==> src/rtl/pm_pkg.sv <==
// Shared definitions for the power-monitor sweep sequencer.
//   - pm_state_t : sequencer FSM states
//   - MUX_W      : width of the analog mux select
//   - is_stuck() : true when a conversion result is all-zeros or all-ones
package pm_pkg;

  localparam int MUX_W        = 3;
  localparam int MAX_SAMPLE_W = 32;

  typedef enum logic [2:0] {
    S_IDLE,
    S_SELECT,
    S_CONVERT,
    S_STORE,
    S_DONE,
    S_WAIT
  } pm_state_t;

  // Mask covering the low w bits of a MAX_SAMPLE_W-wide value.
  function automatic logic [MAX_SAMPLE_W-1:0] width_mask(input int w);
    logic [MAX_SAMPLE_W-1:0] m;
    m = '0;
    for (int i = 0; i < MAX_SAMPLE_W; i++) begin
      if (i < w) m[i] = 1'b1;
    end
    return m;
  endfunction

  // A channel whose result is pinned to either rail is treated as stuck.
  function automatic logic is_stuck(input logic [MAX_SAMPLE_W-1:0] v, input int w);
    logic [MAX_SAMPLE_W-1:0] m;
    m = width_mask(w);
    return ((v & m) == '0) || ((v & m) == m);
  endfunction

endpackage

==> src/rtl/pm_serial_rx.sv <==
// Serial conversion receiver for the power monitor.
// Generates cs_n/sclk for one SAMPLE_BITS-wide conversion and shifts `data`
// in MSB first on each sclk rising edge.
// Ports:
//   clk, reset     - clock, synchronous active-high reset
//   start          - one-cycle request to begin a conversion
//   abort          - drop any conversion in progress immediately
//   data           - serial input from the monitor
//   cs_n, sclk     - registered chip select (active-low) and serial clock
//   done           - high on the last cycle of a conversion
//   sample         - shift register contents (valid from the cycle after done)
module pm_serial_rx #(
  parameter int SAMPLE_BITS = 12,
  parameter int CLK_DIV     = 4
) (
  input  logic                   clk,
  input  logic                   reset,
  input  logic                   start,
  input  logic                   abort,
  input  logic                   data,
  output logic                   cs_n,
  output logic                   sclk,
  output logic                   done,
  output logic [SAMPLE_BITS-1:0] sample
);

  localparam int DW = (CLK_DIV > 1) ? $clog2(CLK_DIV) : 1;
  localparam int HW = $clog2(2 * SAMPLE_BITS);

  logic                   active;
  logic [DW-1:0]          div_cnt;
  logic [HW-1:0]          half_cnt;
  logic [SAMPLE_BITS-1:0] shreg;
  logic                   half_end;
  logic                   rise;

  assign half_end = (div_cnt == DW'(CLK_DIV - 1));
  // The conversion ends with the falling edge that closes the last high half.
  assign done     = active && half_end && (half_cnt == HW'(2 * SAMPLE_BITS - 1));
  assign rise     = active && half_end && !sclk;
  assign sample   = shreg;

  always_ff @(posedge clk) begin
    if (reset || abort) begin
      active   <= 1'b0;
      cs_n     <= 1'b1;
      sclk     <= 1'b0;
      div_cnt  <= '0;
      half_cnt <= '0;
    end else if (start) begin
      active   <= 1'b1;
      cs_n     <= 1'b0;
      sclk     <= 1'b0;
      div_cnt  <= '0;
      half_cnt <= '0;
    end else if (active) begin
      if (half_end) begin
        div_cnt <= '0;
        if (done) begin
          active   <= 1'b0;
          cs_n     <= 1'b1;
          sclk     <= 1'b0;
          half_cnt <= '0;
        end else begin
          sclk     <= ~sclk;
          half_cnt <= half_cnt + 1'b1;
        end
      end else begin
        div_cnt <= div_cnt + 1'b1;
      end
    end
  end

  // Data is captured on the clk cycle that drives sclk high.
  always_ff @(posedge clk) begin
    if (rise) shreg <= (shreg << 1) | SAMPLE_BITS'(data);
  end

endmodule

==> src/rtl/power_monitor_sequencer.sv <==
// Autonomous sweep controller for the power-management serial monitor.
// Steps the analog mux over NUM_CH channels, waits SETTLE_CYCLES, runs one
// serial conversion per channel, stores results and flags stuck channels.
// A new sweep starts every PERIOD_CYCLES while enable is high.
// Optional build macro: KILL_SW_DEBOUNCE_EN - kill_sw is synchronised and
// must hold a new level for 65536 cycles before kill_active follows it;
// otherwise kill_active is kill_sw registered once.
// Ports:
//   clk, reset              - clock, synchronous active-high reset
//   enable                  - run periodic sweeps
//   kill_sw / kill_active   - raw kill switch / registered kill state
//   data, mux, cs_n, sclk   - monitor interface
//   rd_ch, rd_data          - result read port (0 for rd_ch >= NUM_CH)
//   fault_clr, fault_flags  - clear pulse, sticky per-channel stuck flags
//   fault                   - OR of fault_flags
//   busy, sweep_done        - activity level, end-of-sweep pulse
module power_monitor_sequencer
  import pm_pkg::*;
#(
  parameter int NUM_CH        = 8,
  parameter int SAMPLE_BITS   = 12,
  parameter int CLK_DIV       = 4,
  parameter int SETTLE_CYCLES = 50,
  parameter int PERIOD_CYCLES = 50000
) (
  input  logic                   clk,
  input  logic                   reset,
  input  logic                   enable,
  input  logic                   kill_sw,
  input  logic                   data,
  output logic [MUX_W-1:0]       mux,
  output logic                   cs_n,
  output logic                   sclk,
  input  logic [MUX_W-1:0]       rd_ch,
  output logic [SAMPLE_BITS-1:0] rd_data,
  input  logic                   fault_clr,
  output logic [NUM_CH-1:0]      fault_flags,
  output logic                   fault,
  output logic                   busy,
  output logic                   sweep_done,
  output logic                   kill_active
);

  localparam int SW = $clog2(SETTLE_CYCLES + 1);
  localparam int PW = $clog2(PERIOD_CYCLES + 1);
  localparam logic [MUX_W-1:0] LAST_CH = MUX_W'(NUM_CH - 1);

  pm_state_t              state;
  logic [MUX_W-1:0]       ch;
  logic [SW-1:0]          settle_cnt;
  logic [PW-1:0]          period_cnt;
  logic                   settle_end;
  logic                   period_end;
  logic                   rx_start;
  logic                   rx_done;
  logic [SAMPLE_BITS-1:0] rx_sample;
  logic                   store_en;
  logic                   stuck;
  logic [NUM_CH-1:0]      set_mask;
  logic [SAMPLE_BITS-1:0] regfile [2**MUX_W];

  // Kill switch conditioning
`ifdef KILL_SW_DEBOUNCE_EN
  logic        kill_s1;
  logic        kill_s2;
  logic [15:0] stab_cnt;

  always_ff @(posedge clk) begin
    if (reset) begin
      kill_s1     <= 1'b0;
      kill_s2     <= 1'b0;
      stab_cnt    <= '0;
      kill_active <= 1'b0;
    end else begin
      kill_s1 <= kill_sw;
      kill_s2 <= kill_s1;
      if (kill_s2 != kill_active) begin
        // 65536th consecutive differing cycle commits the new level.
        if (stab_cnt == 16'hFFFF) begin
          kill_active <= kill_s2;
          stab_cnt    <= '0;
        end else begin
          stab_cnt <= stab_cnt + 1'b1;
        end
      end else begin
        stab_cnt <= '0;
      end
    end
  end
`else
  always_ff @(posedge clk) begin
    if (reset) kill_active <= 1'b0;
    else       kill_active <= kill_sw;
  end
`endif

  assign settle_end = (settle_cnt == SW'(SETTLE_CYCLES - 1));
  assign period_end = (period_cnt == PW'(PERIOD_CYCLES - 1));
  assign rx_start   = (state == S_SELECT) && settle_end && !kill_active;

  pm_serial_rx #(
    .SAMPLE_BITS (SAMPLE_BITS),
    .CLK_DIV     (CLK_DIV)
  ) u_rx (
    .clk    (clk),
    .reset  (reset),
    .start  (rx_start),
    .abort  (kill_active),
    .data   (data),
    .cs_n   (cs_n),
    .sclk   (sclk),
    .done   (rx_done),
    .sample (rx_sample)
  );

  // Sequencer FSM
  always_ff @(posedge clk) begin
    if (reset) begin
      state      <= S_IDLE;
      ch         <= '0;
      mux        <= '0;
      settle_cnt <= '0;
      period_cnt <= '0;
      busy       <= 1'b0;
      sweep_done <= 1'b0;
    end else begin
      sweep_done <= 1'b0;
      // Saturating period counter; an overrun sweep leaves WAIT at once.
      if (!period_end) period_cnt <= period_cnt + 1'b1;
      if (kill_active) begin
        state      <= S_IDLE;
        ch         <= '0;
        mux        <= '0;
        settle_cnt <= '0;
        busy       <= 1'b0;
      end else begin
        case (state)
          S_IDLE: begin
            if (enable) begin
              state      <= S_SELECT;
              ch         <= '0;
              mux        <= '0;
              settle_cnt <= '0;
              period_cnt <= '0;
              busy       <= 1'b1;
            end
          end
          S_SELECT: begin
            if (settle_end) begin
              state      <= S_CONVERT;
              settle_cnt <= '0;
            end else begin
              settle_cnt <= settle_cnt + 1'b1;
            end
          end
          S_CONVERT: begin
            if (rx_done) state <= S_STORE;
          end
          S_STORE: begin
            if (ch == LAST_CH) begin
              state      <= S_DONE;
              sweep_done <= 1'b1;
            end else if (!enable) begin
              state <= S_IDLE;
              ch    <= '0;
              mux   <= '0;
              busy  <= 1'b0;
            end else begin
              state <= S_SELECT;
              ch    <= ch + 1'b1;
              mux   <= ch + 1'b1;
            end
          end
          S_DONE: begin
            state <= S_WAIT;
            busy  <= 1'b0;
          end
          S_WAIT: begin
            if (period_end) begin
              if (enable) begin
                state      <= S_SELECT;
                ch         <= '0;
                mux        <= '0;
                settle_cnt <= '0;
                period_cnt <= '0;
                busy       <= 1'b1;
              end else begin
                state <= S_IDLE;
              end
            end
          end
          default: state <= S_IDLE;
        endcase
      end
    end
  end

  // Result store and fault detection
  assign store_en = (state == S_STORE) && !kill_active;
  assign stuck    = is_stuck(MAX_SAMPLE_W'(rx_sample), SAMPLE_BITS);

  always_comb begin
    set_mask = '0;
    if (store_en && stuck) set_mask[ch] = 1'b1;
  end

  always_ff @(posedge clk) begin
    if (reset) begin
      for (int i = 0; i < 2**MUX_W; i++) regfile[i] <= '0;
      fault_flags <= '0;
    end else begin
      if (store_en) regfile[ch] <= rx_sample;
      // A flag being set in the same cycle as a clear survives.
      fault_flags <= (fault_clr ? '0 : fault_flags) | set_mask;
    end
  end

  assign fault = |fault_flags;

  always_comb begin
    rd_data = '0;
    if (int'(rd_ch) < NUM_CH) rd_data = regfile[rd_ch];
  end

endmodule

==> config.mk <==
export PLATFORM = sky130hd
export DESIGN_NAME = power_monitor_sequencer
export DESIGN_NICKNAME = d
export VERILOG_FILES = /design/src/rtl/pm_pkg.sv /design/src/rtl/pm_serial_rx.sv /design/src/rtl/power_monitor_sequencer.sv
export SDC_FILE = /design/constraint.sdc
export NUM_CORES = 1
export LEC_CHECK = 0
export BUFFER_PORTS_ARGS = -buffer_cell sky130_fd_sc_hd__clkbuf_2
export CORE_ASPECT_RATIO = 0.6
export CORE_UTILIZATION = 25
export CTS_CLUSTER_SIZE = 25
export DETAILED_ROUTE_END_ITERATION = 7
export HOLD_SLACK_MARGIN = 0.15
export PLACE_DENSITY = 0.5
export SYNTH_ARGS = -nofsm -noshare
export SYNTH_HDL_FRONTEND = slang
export SYNTH_HIERARCHICAL = 1
export SYNTH_SLANG_ARGS = --single-unit
==> constraint.sdc <==
create_clock -name clk -period 1.8 [get_ports clk]
set_input_delay 0.18 -clock clk [delete_from_list [all_inputs] [get_ports clk]]
set_output_delay 0.18 -clock clk [all_outputs]
set_load 0.02 [all_outputs]
; Word-level counts from Yosys, hierarchy flattened
; Memory sizes are Yosys's and may differ from the RTL's.
; Cells that the tools add are included.
; W data, S select, Z words.
[word_totals]
mem_count = 1
out_inout_bits = 29
ramBits = 96
in_bits = 9
latchBits = 0
romBits = 0
regBits = 64
[classes]
n_bitwise = 4
order_cmp = 2
reduce_logical = 31
addsub = 5
mux = 53
n_shift = 0
eq_ne = 17
mul = 0
n_div = 0
[memory_table]
columns = memory, words, width, rd, rd_ports_with_merged_regs, write_ports, line_no
row1 = regfile, 8, 12, 1, 0, 8, power_monitor_sequencer.sv:60  ; logic [SAMPLE_BITS-1:0] regfile [2**MUX_W];
[op_table]
columns = operator, count
row1 = $mux W16, 4
row2 = $mux W3, 12
row3 = $logic_not A32 Y1, 1
row4 = $pmux W16 S2, 1
row5 = $mux W1, 22
row6 = $mux W6, 3
row7 = $pmux W3 S3, 2
row8 = $pmux W3 S6, 1
row9 = $pmux W6 S3, 1
row10 = $add A16 B1 Y16 const B, 1
row11 = $eq A16 B16 Y1 const B, 1
row12 = $mux W8, 2
row13 = $eq A12 B12 Y1 const B, 1
row14 = $mux W12, 1
row15 = $ne A2 B2 Y1 const B, 6
row16 = $or A12 B1 Y12, 1
row17 = $reduce_or A12 Y1, 1
row18 = $eq A3 B3 Y1 const B, 3
row19 = $logic_and A1 B1 Y1, 8
row20 = $or A8 B8 Y8, 1
row21 = $reduce_and A4 Y1, 2
row22 = $reduce_or A8 Y1, 1
row23 = $add A6 B1 Y6 const B, 1
row24 = $eq A3 B2 Y1 const B, 2
row25 = other kinds (24), 33

; Logic depth before layout (Yosys ltp)
[depth]
word_depth = 7
depth_mapped = 8

; Hierarchy
; The synthesis kept the hierarchy.
[modules_own_cells]
columns = mod, seq_area_each_um2, area_each_um2, cells_each, n_inst
row1 = power_monitor_sequencer, 3663.5, 6453.7, 513, 1
row2 = pm_serial_rx, 560.5, 804.5, 59, 1

; Worst setup path after synthesis
; No wires, ideal clock.
[synth_path]
kind = flip-flop to flip-flop
startpoint = register period_cnt[5]
endpoint = register period_cnt[12]
path_stages_with_launch = 7
setup_slack_ns = -0.146
t_arrival_ns = 1.825
path_cell_list = dfxtp_1 -> buf_6 -> or4b_4 -> nor4_4 -> a211o_4 -> buf_12 -> a21oi_1
[synth_between]
elab_chain_len = 6
word_cells_on_any_way = 7
[synth_rtl]
columns = element, line_no
row1 = "start, declared", power_monitor_sequencer.sv:51  ; logic [PW-1:0] period_cnt;
row2 = "start signal, assigned", power_monitor_sequencer.sv:129  ; if (!period_end) period_cnt <= period_cnt + 1'b1;
row3 = $add A16 B1 Y16 / $eq A16 B16 Y1 (equally long branches), "power_monitor_sequencer.sv:129, power_monitor_sequencer.sv:98"
row4 = $mux W16, power_monitor_sequencer.sv:129
row5 = $mux W16, "power_monitor_sequencer.sv:139, power_monitor_sequencer.sv:180"
row6 = $mux W16, power_monitor_sequencer.sv:179  ; if (period_end) begin
row7 = $pmux W16 S2, power_monitor_sequencer.sv:137  ; case (state)
row8 = $mux W16 (*), power_monitor_sequencer.sv:130  ; if (kill_active) begin
; Mark *: on every way between the ends. The rest lies on a longest branch, timed or not.
; A chain may end at the register's enable or synchronous reset.

; Worst setup path after layout
[layout_path]
startpoint = memory regfile[3][10]
endpoint = output port rd_data[10]
[layout_between]
elab_chain_len = 1
[layout_rtl]
columns = element, line_no
row1 = "start, declared", power_monitor_sequencer.sv:60
row2 = $mem_v2 Z8 W12, -
row3 = "end, declared", power_monitor_sequencer.sv:35  ; output logic [SAMPLE_BITS-1:0] rd_data,
; No other way between the ends.

==> results.txt <==
----------------------------------------------------
[Synth]
  Cell types occupying the most area after synthesis ... sky130_fd_sc_hd__edfxtp_1 45%, sky130_fd_sc_hd__dfxtp_1 14%, sky130_fd_sc_hd__and2_1 8.4%
  Dominant combinational cell family by area after synthesis ... simple AND/OR/NAND/NOR gates
  Proportion of synthesized flip-flops having asynchronous set or reset ... 0%
  Number of enable-type register cells in the synthesized netlist ... 108
  Share of the yosys chip area belonging to registers ... 58.2%
  Xor/xnor cell area share of the yosys netlist ... 1.21%
  Post-synthesis register bit count ... 157
  Synthesized-area fraction occupied by ao, oa, aoi and oai cells ... 5.81%
  Number of nets produced by synthesis ... 588
  Share of synthesized cell area in full adder, half adder and majority cells ... 1.21%
  Post-Synthesis Cell Area ... 7260 um^2
  Cell accounting for the most synthesized area ... sky130_fd_sc_hd__edfxtp_1
  Post-Synth Simple-Gate Area ... 20.9%
  Synthesized netlist cell count ... 572
  Number of distinct library cells after synthesis ... 63
  Commonest register cell after synthesis ... sky130_fd_sc_hd__edfxtp_1
  Post-synthesis average cell area ... 12.7 um^2
  Fraction of post-synthesis cell area in the top cell type by area ... 44.7%
  Syn. warnings ... 6
  Multiplexer area fraction after synthesis ... 10.2%

[CTS]
  Clock Latency Late Sink ... 440 ps
  CTS tree ... done
  Buffer type at the clock tree root ... sky130_fd_sc_hd__clkbuf_16
  Buffer levels on the longest clock path ... 2
  TritonCTS Sinks ... 157
  Cts bufs inserted ... 17
  Clock transition at the registers of the reported paths ... 70 ps
  CTS H-tree lvls ... 4

[Global route]
  Via count of the first global-routing pass ... 4535
  Maximum number of pins on one net before global-route repair ... 25
  Wire length of the first global-routing pass ... 28400 um
  Antenna violations before repair ... 0
  Total global routing overflow ... 0
  GRT Total Usage ... 12.9%

[Drt]
  Amount of wire on met2 after detailed routing ... 7250 um
  Drt pass-1 iters ... 5
  Met3 layer wire length in the routed design ... 652 um
  WL per Instance ... 17.6 um
  Top Layer Used ... met4
  Vias per cell ... 4.59
  Met1 WL ... 10300 um
  Final WL ... 18400 um
  Detailed-route DRC error count ... 0
  Vias after detailed routing ... 4799
  ANT nets after route ... 0
  Starting DRC count in detailed routing ... 344

[STA]
  Share of the clock period used by the worst path ... 108%
  Fmax ... 513 MHz
  Worst clock skew ... 17.8 ps
  Final setup slack of the worst path ... -148 ps
  Fin. Hold Viols ... 0
  Setup repair after global routing missed its margin ... true
  Tightest Pin Transition ... 521 ps
  Slew Viols, Final ... 0
  Setup-violating endpoint count in the final report ... 27
  Remaining max-slew budget at the tightest pin ... 65.0%
  Minimum period implied by the final worst setup slack ... 1950 ps

[Final layout]
  Commonest non-fill, non-tap cells in the layout ... 108 x sky130_fd_sc_hd__edfxtp_1, 98 x sky130_fd_sc_hd__and2_1, 54 x sky130_fd_sc_hd__buf_4
  Area added between synthesis and finish ... 27.9%
  Cell area after layout ... 9290 um^2
  Antenna cells ... 0
  Final net count ... 682
  Filler cell count in the final layout ... 2736
  Fraction of layout instances using a drive strength above 1 ... 32.8%
  Leading cell type in the layout, fill and taps excluded ... sky130_fd_sc_hd__edfxtp_1

[Placed design]
  RD Place Congestion ... 0.791
  Post-placement setup slack ... -55.8 ps
  Cell area after placement ... 8380 um^2
  Number of buffers inserted by port buffering ... 37
  Placed wire-length estimate ... 12400 um

[Floorplan]
  Die Y-Extent ... 134 um
  Placeable core area ... 28100 um^2
  Full die area ... 29700 um^2
  Top-level port count ... 38
  Initial standard-cell utilization of the core ... 25.9%
  Row count ... 47
  DIE WIDTH ... 222 um

[Worst setup path]
  Launching element type of the critical path ... flop
  Worst stage delay on the critical path ... 520 ps
  Maximum fanout along the worst path ... 1
  Critical path, cell by cell ... mux4_2 > mux2_2 > clkbuf_8
  Data arrival time at the worst-slack endpoint ... 1770 ps
  Timing startpoint of the critical path ... regfile[3][10]
  Launch instance of the worst register-to-register path ... period_cnt[6]
  Startpoint-to-endpoint class of the critical path ... flop to primary output
  Slowest CP cell ... sky130_fd_sc_hd__mux4_2
  Worst endpoint required time ... 1620 ps
  Endpoint class of the critical path ... primary output

[Worst hold path]
  Worst min-delay path class ... primary input to flop
  Hold Crit Start ... reset

[Power and ir drop]
  Pleak ... 0.00338 uW
  Power density of the placed cells ... 868 nW/um^2
  Largest vdd supply drop ... 0.000659 V

[Status]
  Outcome ... complete, but fails checks
  Violations in the final reports ... negative setup slack

[Flow run]
  Max-cap violations ... 0

----------------------------------------------------
==> routing by layer <==
layer | up-vias | track usage [%]
met3 | 11 | 2.76
li1 | 2316 | -
met5 | - | 0
met2 | 86 | 16.7
met1 | 2386 | 20.6
met4 | 0 | 4.17
==> layout make-up <==
cell class,count,area [um^2],area share [%]
Clock buffer,18,429,4.62
Sequential cell,157,4230,45.5
Clock inverter,14,125,1.35
Multi-Input combinational cell,375,3040,32.7
Tap cell,367,459,4.95
Timing Repair Buffer,107,977,10.5
Inverter,8,30.0,0.323
==> state kept, by name, indices dropped and copies added (netlist names) <==
register / cells
u_rx/cs_n: 1
u_rx/half_cnt: 5
period_cnt: 16
regfile: 96
u_rx/div_cnt: 2
u_rx/sclk: 1
u_rx/active: 1
sweep_done: 1
mux: 3
state: 3
kill_active: 1
u_rx/sample: 12
settle_cnt: 6
busy: 1
fault_flags: 8
==> cell families after synthesis <==
kind of cell / Yosys count
mux: 42
buf+inv: 41
xor+xnor: 10
flops: 157
compound gates: 63
fa+ha+maj: 7
simple gates: 252
==> power by group <==
| part | internal, uW | switching [uW] | total (uW) | leakage [uW] |
|---|---|---|---|---|
| registers | 3930 | 29.1 | 3960 | 0.00147 |
| clock network | 2010 | 1460 | 3470 | 0.000272 |
| logic | 312 | 314 | 626 | 0.00164 |
| total | 6260 | 1800 | 8060 | 0.00338 |
==> stage by stage <==
step	hold WS (ps)	TNS [ps]	util (%)	instances	total power, uW
floorplan	279	-1220	-	572	4340
global placement	374	-519	29.9	1006	4560
detailed placement	376	-458	29.9	1006	4560
CTS	171	-1930	32.7	1045	8140
global route	218	-3140	33.1	1046	8340
finish	191	-1700	33.1	1046	8060
==> path summary, 6_finish.rpt <==
kind | endpoint | cells past startpoint | slack (ps)
setup reg to reg | period_cnt[15] | 5 | -30
hold reg to reg | u_rx/half_cnt[4] | 2 | 470
setup / recovery | rd_data[10] | 3 | -150
hold / removal | settle_cnt[0] | 5 | 190
==> synthesized netlist by cell type, drive strengths merged (2+ instances only) <==
cell type	n
edfxtp	108
inv	8
or2	9
nand3b	4
clkbuf	27
ha	7
nand4	10
nand2b	13
a21oi	27
nand3	13
or3	7
nand2	25
o2111ai	6
mux2	13
or4	2
and2	98
mux2i	5
o31ai	2
a311oi	3
nor2b	4
nor3	11
buf	6
o21a	3
nor2	25
or4b	2
nor3b	2
or3b	3
xor2	10
and3	6
and3b	2
dfxtp	49
nor4	11
a211oi	3
o21ai	11
mux4	24
==> what timing repair did <==
action                     in CTS  in global routing
buffers inserted                1                  1
gates resized for setup        41                 34
hold endpoints to repair       13                  0
setup endpoints to repair      42                 60
pin swaps                       4                 13
hold buffers                    4                  0
cloned                          2                  0
==> critical path, delay by kind of cell (launching register included) <==
kind | cells | cell delay (ps)
buffers and inverters | 1 | 160
DFF | 1 | 370
muxes | 2 | 810
(Power assumes the default switching activity.)
